## src/rtl/dispatch_steer_pkg.sv

```systemverilog
// Shared dispatch definitions: instruction classes, payload layout, FSM states
// and the capacity helpers used by the steering logic.
package dispatch_steer_pkg;

   localparam int PW = 83;

   typedef enum logic [1:0] {
      IQ_ALU = 2'd0,
      IQ_JMP = 2'd1,
      IQ_LSQ = 2'd2,
      IQ_ILL = 2'd3
   } iq_class_t;

   typedef enum logic [1:0] {
      ST_EMPTY = 2'd0,
      ST_PAIR  = 2'd1,
      ST_ONE   = 2'd2
   } disp_state_t;

   // Field order matches the rename stage packing, MSB first.
   typedef struct packed {
      logic [5:0]  pos;
      logic [5:0]  prd;
      logic [5:0]  prs1;
      logic        prs1_valid;
      logic [5:0]  prs2;
      logic        prs2_valid;
      logic [2:0]  funct3;
      logic [6:0]  funct7;
      logic [4:0]  rs1;
      logic [4:0]  rs2;
      logic [4:0]  rd;
      logic [31:0] pc;
   } disp_payload_t;

   // Free slots a queue can take this cycle: 0, 1 or 2.
   function automatic logic [1:0] iq_capacity(input logic no_free, input logic one_free);
      logic [1:0] cap;
      if (no_free) begin
         cap = 2'd0;
      end else if (one_free) begin
         cap = 2'd1;
      end else begin
         cap = 2'd2;
      end
      return cap;
   endfunction

   // Capacity seen by an instruction of a given class; illegal never fits.
   function automatic logic [1:0] class_capacity(input iq_class_t  cls,
                                                 input logic [1:0] cap_alu,
                                                 input logic [1:0] cap_jmp,
                                                 input logic [1:0] cap_lsq);
      logic [1:0] cap;
      case (cls)
         IQ_ALU:  cap = cap_alu;
         IQ_JMP:  cap = cap_jmp;
         IQ_LSQ:  cap = cap_lsq;
         IQ_ILL:  cap = 2'd0;
         default: cap = 2'd0;
      endcase
      return cap;
   endfunction

endpackage

```

## src/rtl/dispatch_steer_port_pack.sv

```systemverilog
// Maps the two held entries and their leave flags onto the two dispatch
// ports of one issue queue. Older entry always owns port 1.
module iq_port_pack #(
   parameter int                             PW     = dispatch_steer_pkg::PW,
   parameter dispatch_steer_pkg::iq_class_t  QCLASS = dispatch_steer_pkg::IQ_ALU
) (
   input  logic                          h1_leave,
   input  dispatch_steer_pkg::iq_class_t h1_class,
   input  logic [PW-1:0]                 h1_payload,
   input  logic                          h2_leave,
   input  dispatch_steer_pkg::iq_class_t h2_class,
   input  logic [PW-1:0]                 h2_payload,
   output logic                          valid1,
   output logic [PW-1:0]                 payload1,
   output logic                          valid2,
   output logic [PW-1:0]                 payload2
);

   logic sel1_s;
   logic sel2_s;

   // Which held entries are leaving toward this queue in the current cycle.
   always_comb begin
      sel1_s = h1_leave && (h1_class == QCLASS);
      sel2_s = h2_leave && (h2_class == QCLASS);
   end

   // Lone entry goes to port 1; a same-queue pair fills port 1 then port 2.
   always_comb begin
      valid1   = 1'b0;
      payload1 = '0;
      valid2   = 1'b0;
      payload2 = '0;
      if (sel1_s) begin
         valid1   = 1'b1;
         payload1 = h1_payload;
         if (sel2_s) begin
            valid2   = 1'b1;
            payload2 = h2_payload;
         end else begin
            valid2   = 1'b0;
            payload2 = '0;
         end
      end else if (sel2_s) begin
         valid1   = 1'b1;
         payload1 = h2_payload;
      end else begin
         valid1   = 1'b0;
         payload1 = '0;
      end
   end

endmodule

```

## src/rtl/dispatch_steer.sv

```systemverilog
// Two-entry in-order dispatch buffer steering renamed instructions onto the
// ALU, JMP and LSQ issue queue ports according to their free capacity.
module dispatch_steer #(
   parameter int PW = dispatch_steer_pkg::PW
) (
   input  logic          clk,
   input  logic          reset,
   input  logic          in_valid1,
   input  logic          in_valid2,
   input  logic [1:0]    in_class1,
   input  logic [1:0]    in_class2,
   input  logic [PW-1:0] in_payload1,
   input  logic [PW-1:0] in_payload2,
   output logic          in_ready,
   input  logic          flush,
   input  logic          no_free_iq_alu,
   input  logic          one_free_iq_alu,
   input  logic          no_free_iq_jmp,
   input  logic          one_free_iq_jmp,
   input  logic          no_free_iq_lsq,
   input  logic          one_free_iq_lsq,
   output logic          ins_valid1_alu,
   output logic          ins_valid2_alu,
   output logic [PW-1:0] payload1_alu,
   output logic [PW-1:0] payload2_alu,
   output logic          ins_valid1_jmp,
   output logic          ins_valid2_jmp,
   output logic [PW-1:0] payload1_jmp,
   output logic [PW-1:0] payload2_jmp,
   output logic          ins_valid1_lsq,
   output logic          ins_valid2_lsq,
   output logic [PW-1:0] payload1_lsq,
   output logic [PW-1:0] payload2_lsq,
   output logic [15:0]   stall_cnt
);

   import dispatch_steer_pkg::*;

   disp_state_t   state_r;
   disp_state_t   state_s;
   iq_class_t     h1_class_r;
   iq_class_t     h2_class_r;
   iq_class_t     h1_class_s;
   iq_class_t     h2_class_s;
   logic [PW-1:0] h1_payload_r;
   logic [PW-1:0] h2_payload_r;
   logic [PW-1:0] h1_payload_s;
   logic [PW-1:0] h2_payload_s;
   logic [15:0]   stall_cnt_r;

   logic [1:0]    cap_alu_s;
   logic [1:0]    cap_jmp_s;
   logic [1:0]    cap_lsq_s;
   logic [1:0]    h1_cap_s;
   logic [1:0]    h2_cap_s;
   logic          h1_leave_s;
   logic          h2_leave_s;
   logic          all_leave_s;
   logic          ready_s;
   logic          accept_s;
   logic          stall_s;

   // Per-queue capacity and the capacity each held entry is competing for.
   always_comb begin
      cap_alu_s = iq_capacity(no_free_iq_alu, one_free_iq_alu);
      cap_jmp_s = iq_capacity(no_free_iq_jmp, one_free_iq_jmp);
      cap_lsq_s = iq_capacity(no_free_iq_lsq, one_free_iq_lsq);
      h1_cap_s  = class_capacity(h1_class_r, cap_alu_s, cap_jmp_s, cap_lsq_s);
      h2_cap_s  = class_capacity(h2_class_r, cap_alu_s, cap_jmp_s, cap_lsq_s);
   end

   // In-order leave decision: H2 can only follow H1, and a same-queue pair
   // needs two free slots.
   always_comb begin
      h1_leave_s = 1'b0;
      h2_leave_s = 1'b0;
      if (flush) begin
         h1_leave_s = 1'b0;
         h2_leave_s = 1'b0;
      end else begin
         case (state_r)
            ST_PAIR: begin
               h1_leave_s = (h1_cap_s != 2'd0);
               if (h1_class_r == h2_class_r) begin
                  h2_leave_s = h1_leave_s && (h2_cap_s == 2'd2);
               end else begin
                  h2_leave_s = h1_leave_s && (h2_cap_s != 2'd0);
               end
            end
            ST_ONE: begin
               h2_leave_s = (h2_cap_s != 2'd0);
            end
            default: begin
               h1_leave_s = 1'b0;
               h2_leave_s = 1'b0;
            end
         endcase
      end
   end

   // Buffer drains this cycle, which lets a new pair in without a bubble.
   always_comb begin
      case (state_r)
         ST_PAIR: all_leave_s = h1_leave_s && h2_leave_s;
         ST_ONE:  all_leave_s = h2_leave_s;
         default: all_leave_s = 1'b1;
      endcase
   end

   // Ready, accept and stall qualification.
   always_comb begin
      if (reset || flush) begin
         ready_s = 1'b0;
      end else if (state_r == ST_EMPTY) begin
         ready_s = 1'b1;
      end else begin
         ready_s = all_leave_s;
      end
      accept_s = ready_s && (in_valid1 || in_valid2);
      if ((state_r != ST_EMPTY) && !flush) begin
         stall_s = !all_leave_s;
      end else begin
         stall_s = 1'b0;
      end
   end

   // Next-state and buffer load; a single accepted instruction always sits in H2.
   always_comb begin
      state_s      = state_r;
      h1_class_s   = h1_class_r;
      h2_class_s   = h2_class_r;
      h1_payload_s = h1_payload_r;
      h2_payload_s = h2_payload_r;
      if (flush) begin
         state_s = ST_EMPTY;
      end else if (accept_s) begin
         if (in_valid1 && in_valid2) begin
            state_s      = ST_PAIR;
            h1_class_s   = iq_class_t'(in_class1);
            h1_payload_s = in_payload1;
            h2_class_s   = iq_class_t'(in_class2);
            h2_payload_s = in_payload2;
         end else if (in_valid1) begin
            state_s      = ST_ONE;
            h2_class_s   = iq_class_t'(in_class1);
            h2_payload_s = in_payload1;
         end else begin
            state_s      = ST_ONE;
            h2_class_s   = iq_class_t'(in_class2);
            h2_payload_s = in_payload2;
         end
      end else begin
         case (state_r)
            ST_PAIR: begin
               if (h1_leave_s && h2_leave_s) begin
                  state_s = ST_EMPTY;
               end else if (h1_leave_s) begin
                  state_s = ST_ONE;
               end else begin
                  state_s = ST_PAIR;
               end
            end
            ST_ONE: begin
               if (h2_leave_s) begin
                  state_s = ST_EMPTY;
               end else begin
                  state_s = ST_ONE;
               end
            end
            default: state_s = ST_EMPTY;
         endcase
      end
   end

   // State and held-entry registers.
   always_ff @(posedge clk or posedge reset) begin
      if (reset) begin
         state_r      <= ST_EMPTY;
         h1_class_r   <= IQ_ALU;
         h2_class_r   <= IQ_ALU;
         h1_payload_r <= '0;
         h2_payload_r <= '0;
      end else begin
         state_r      <= state_s;
         h1_class_r   <= h1_class_s;
         h2_class_r   <= h2_class_s;
         h1_payload_r <= h1_payload_s;
         h2_payload_r <= h2_payload_s;
      end
   end

   // Saturating count of cycles where held work could not fully drain.
   always_ff @(posedge clk or posedge reset) begin
      if (reset) begin
         stall_cnt_r <= 16'd0;
      end else if (stall_s && (stall_cnt_r != 16'hFFFF)) begin
         stall_cnt_r <= stall_cnt_r + 16'd1;
      end else begin
         stall_cnt_r <= stall_cnt_r;
      end
   end

   assign in_ready  = ready_s;
   assign stall_cnt = stall_cnt_r;

   iq_port_pack #(.PW(PW), .QCLASS(IQ_ALU)) u_pack_alu (
      .h1_leave   (h1_leave_s),
      .h1_class   (h1_class_r),
      .h1_payload (h1_payload_r),
      .h2_leave   (h2_leave_s),
      .h2_class   (h2_class_r),
      .h2_payload (h2_payload_r),
      .valid1     (ins_valid1_alu),
      .payload1   (payload1_alu),
      .valid2     (ins_valid2_alu),
      .payload2   (payload2_alu)
   );

   iq_port_pack #(.PW(PW), .QCLASS(IQ_JMP)) u_pack_jmp (
      .h1_leave   (h1_leave_s),
      .h1_class   (h1_class_r),
      .h1_payload (h1_payload_r),
      .h2_leave   (h2_leave_s),
      .h2_class   (h2_class_r),
      .h2_payload (h2_payload_r),
      .valid1     (ins_valid1_jmp),
      .payload1   (payload1_jmp),
      .valid2     (ins_valid2_jmp),
      .payload2   (payload2_jmp)
   );

   iq_port_pack #(.PW(PW), .QCLASS(IQ_LSQ)) u_pack_lsq (
      .h1_leave   (h1_leave_s),
      .h1_class   (h1_class_r),
      .h1_payload (h1_payload_r),
      .h2_leave   (h2_leave_s),
      .h2_class   (h2_class_r),
      .h2_payload (h2_payload_r),
      .valid1     (ins_valid1_lsq),
      .payload1   (payload1_lsq),
      .valid2     (ins_valid2_lsq),
      .payload2   (payload2_lsq)
   );

endmodule

```

## config.mk

```make
export PLATFORM = sky130hd
export DESIGN_NAME = dispatch_steer
export DESIGN_NICKNAME = d
export VERILOG_FILES = /design/src/rtl/dispatch_steer_pkg.sv /design/src/rtl/dispatch_steer_port_pack.sv /design/src/rtl/dispatch_steer.sv
export SDC_FILE = /design/constraint.sdc
export NUM_CORES = 1
export LEC_CHECK = 0
export BUFFER_PORTS_ARGS = -buffer_cell sky130_fd_sc_hd__buf_2
export CAP_MARGIN = 25
export CORE_AREA = 2 2 275 277
export DETAILED_ROUTE_END_ITERATION = 8
export DIE_AREA = 0 0 277 279
export GPL_ROUTABILITY_DRIVEN = 0
export SLEW_MARGIN = 40
export SYNTH_ARGS = -nofsm -noshare
export SYNTH_HDL_FRONTEND = slang
export SYNTH_SLANG_ARGS = --single-unit
```

## constraint.sdc

```tcl
create_clock -name clk -period 5.5 [get_ports clk]
set_input_delay 0 -clock clk [delete_from_list [all_inputs] [get_ports clk]]
set_output_delay 0 -clock clk [all_outputs]
set_load 0.005 [all_outputs]
```

==> results_dict.tcl <==
set metrics [dict create \
    status "complete, no violations" \
    die_w_um 277 \
    std_cell_rows 100 \
    syn-instance-count 1161 \
    area_growth_pct 53.7 \
    clock-root-buffer "clkbuf_16" \
    irDropWorstVdd_mv 0.148 \
    grt_pass1_vias 13000 \
    post-route-min-period_ns 3.95 \
    postLayoutCellArea_sq_mm 0.0195 \
    hold_class "input port to register" \
    p_per_area_mw_per_mm2 221 \
    syn_nets 1346 \
    crit_path_start_kind "register" \
    final_max_slew_viol_count 0 \
    wirelength_mm 56.5 \
    detail-route-antenna-nets 0 \
    regArea_sq_mm 0.00470 \
    vias_per_cell 4.42 \
    final_layout_size_suffix_gt1_share_pct 52.1 \
    die_y_um 279 \
    p_leak_uw 0.00981 \
    cts_buffer_depth 2 \
    setup_violations 0 \
    antenna_found_initial 3 \
    port_buffers 701 \
    grt_max_degree 98 \
    timing.slew.headroom_pct 38.1 \
    io_pins 702 \
    grt_first_pass_wirelength_mm 82.6 \
    skew_ns 0.0181 \
    drc_errors 0 \
    arrival_ns 3.95 \
    final_common_cell "buf_2" \
    post_drt_wl_per_cell_um 19.2 \
    yosysUniqueCellTypes 46 \
    dieArea_sq_mm 0.0773 \
    final_util_pct 26.3 \
    grt_use_total_pct 14.0 \
    max_cap_violations 0 \
    cts_tree "yes" \
    synth_async_sr_flop_share_pct 100 \
    final_cell_mix "buf_2, mux2_2, a22o_1, and2_1, dfrtp_1" \
    power_uw 4310 \
    drtIter0Drc 587 \
    place_area_sq_mm 0.0171 \
    fmax_ghz 0.253 \
    h-tree-depth 4 \
    vias 13000 \
    clk_pin_slew_ns 0.08 \
    endpoint_kind "primary output" \
    ys_seq_area_share_pct 37.1 \
    ys_dominant_reg_cell "dfrtp_1" \
    place_ws_ns 1.89 \
    synth-edff-count 0 \
    fillers 7848 \
    syn_avg_cell_area_sq_um 10.9 \
    start_util_pct 17.1 \
    nets 2149 \
    numCtsBuffers 17 \
    dp_hpwl_mm 39.9 \
    rsz0062_at_grt "false" \
    tightest_slew_ns 0.928 \
    multi_input_comb_area_sq_mm 0.00741 \
    critPathMaxFanout 83 \
    crit_type "register to primary output" \
    clock-sinks 188 \
    fin_crit_sh_pct 71.7 \
    yosys_warnings 0 \
    first_pass_iters 4 \
    fin_setup_tns_ns 0 \
    hold_viol 0 \
    cts_setup_buffers 0 \
    clock_latency_ns 0.48 \
    netlist_area_sq_mm 0.0127 \
    ys_ff_latch 188 \
    cp.required_ns 5.50 \
    layout_setup_ws_ns 1.55 \
    core_sq_mm 0.0741 \
    gr-total-overflow 0 \
]
==> stage by stage <==
stage                     instances  hold slack, ns
after floorplan                1161          0.0295
after global placement         2742           0.136
after detailed placement       2742           0.146
after CTS                      2945          0.0476
after global routing           2945          0.0767
final                          2946           0.104
==> final timing paths <==
path	from	endpoint	slack, ns	cells after the start
hold / removal	in_valid2	h2_payload_r[78]	0.10	4
max in group asynchronous	reset	h2_payload_r[28]	4.29	4
hold reg to reg	stall_cnt[15]	stall_cnt[15]	0.50	1
min in group asynchronous	reset	h2_payload_r[76]	0.16	3
setup / recovery	state_r[1]	payload1_lsq[33]	1.55	10
setup reg to reg	state_r[1]	h2_payload_r[82]	1.94	9
==> cells in the mapped netlist, types with 4 or more instances <==
cell type  count  area share [%]
nand4_1        6            0.30
and2_1       249              12
nor3_1        11            0.43
clkbuf_2      13            0.51
nand2_1        5            0.15
ha_1           4            0.39
nor2_1         5            0.15
dfrtp_1      188              37
a22o_1       249              17
inv_1          9            0.27
xor2_1        12            0.83
nand3_1        5            0.20
mux2_2       255              23
buf_4         25             1.5
buf_6          8            0.71
clkbuf_1      48             1.4
buf_2         18            0.71
nor4_1         7            0.35
xnor2_1        4            0.28
==> power breakdown <==
part	total [uW]	internal [uW]	switching, uW
combinational	698	443	255
sequential	2190	1670	524
clock	1420	805	615
total	4310	2920	1390
==> sequential cells by signal, indices dropped and copies added (netlist names) <==
signal,flops
h1_class_r,2
h1_payload_r,83
h2_class_r,2
h2_payload_r,83
stall_cnt,16
state_r,2
==> cell families (layout without fill, tap and decap cells) <==
group           after synthesis  count (layout)  share of synthesized area, %
flops                       188             188                          37.1
compound gates              265             265                          18.2
fa+ha+maj                     4               4                         0.395
simple gates                309             309                          15.2
xor+xnor                     16              16                          1.11
other cells                   0               1                             0
mux                         257             257                          22.8
buf+inv                     122             937                          5.13
==> worst max-delay path, cell delays in order, from the launching register on <==
cell and delay, ns:
dfrtp_1 0.36, inv_1 0.07, ha_1 0.48, nor2b_1 0.19, nand4_1 0.09, or3_1 0.36, or2_2 0.50, nor4_4 0.29
buf_6 0.67, a22o_1 0.24, buf_2 0.12
==> routing by layer <==
metal / track usage, % / share of wire, % / vias up
met4: 7.07 / 3.8 / 4
met5: 0 / 0.041 / -
met1: 16.2 / 41 / 6398
li1: - / - / 5878
met3: 3.10 / 5.8 / 103
met2: 24.4 / 49 / 637
==> what timing repair did <==
item | CTS | global route
resized for setup | 0 | 0
hold buffers | 172 | 0
endpoints found under the hold margin | 262 | 0
==> cell type report <==
class                      count  area share, %
clock buffer                  21           2.41
sequential                   188           24.1
clock inverter                10          0.899
antenna                        1         0.0128
timing repair buffer         897           28.1
tap                          969           6.22
multi-input combinational    851           38.0
inverter                       9          0.212
(Power assumes the default switching activity.)
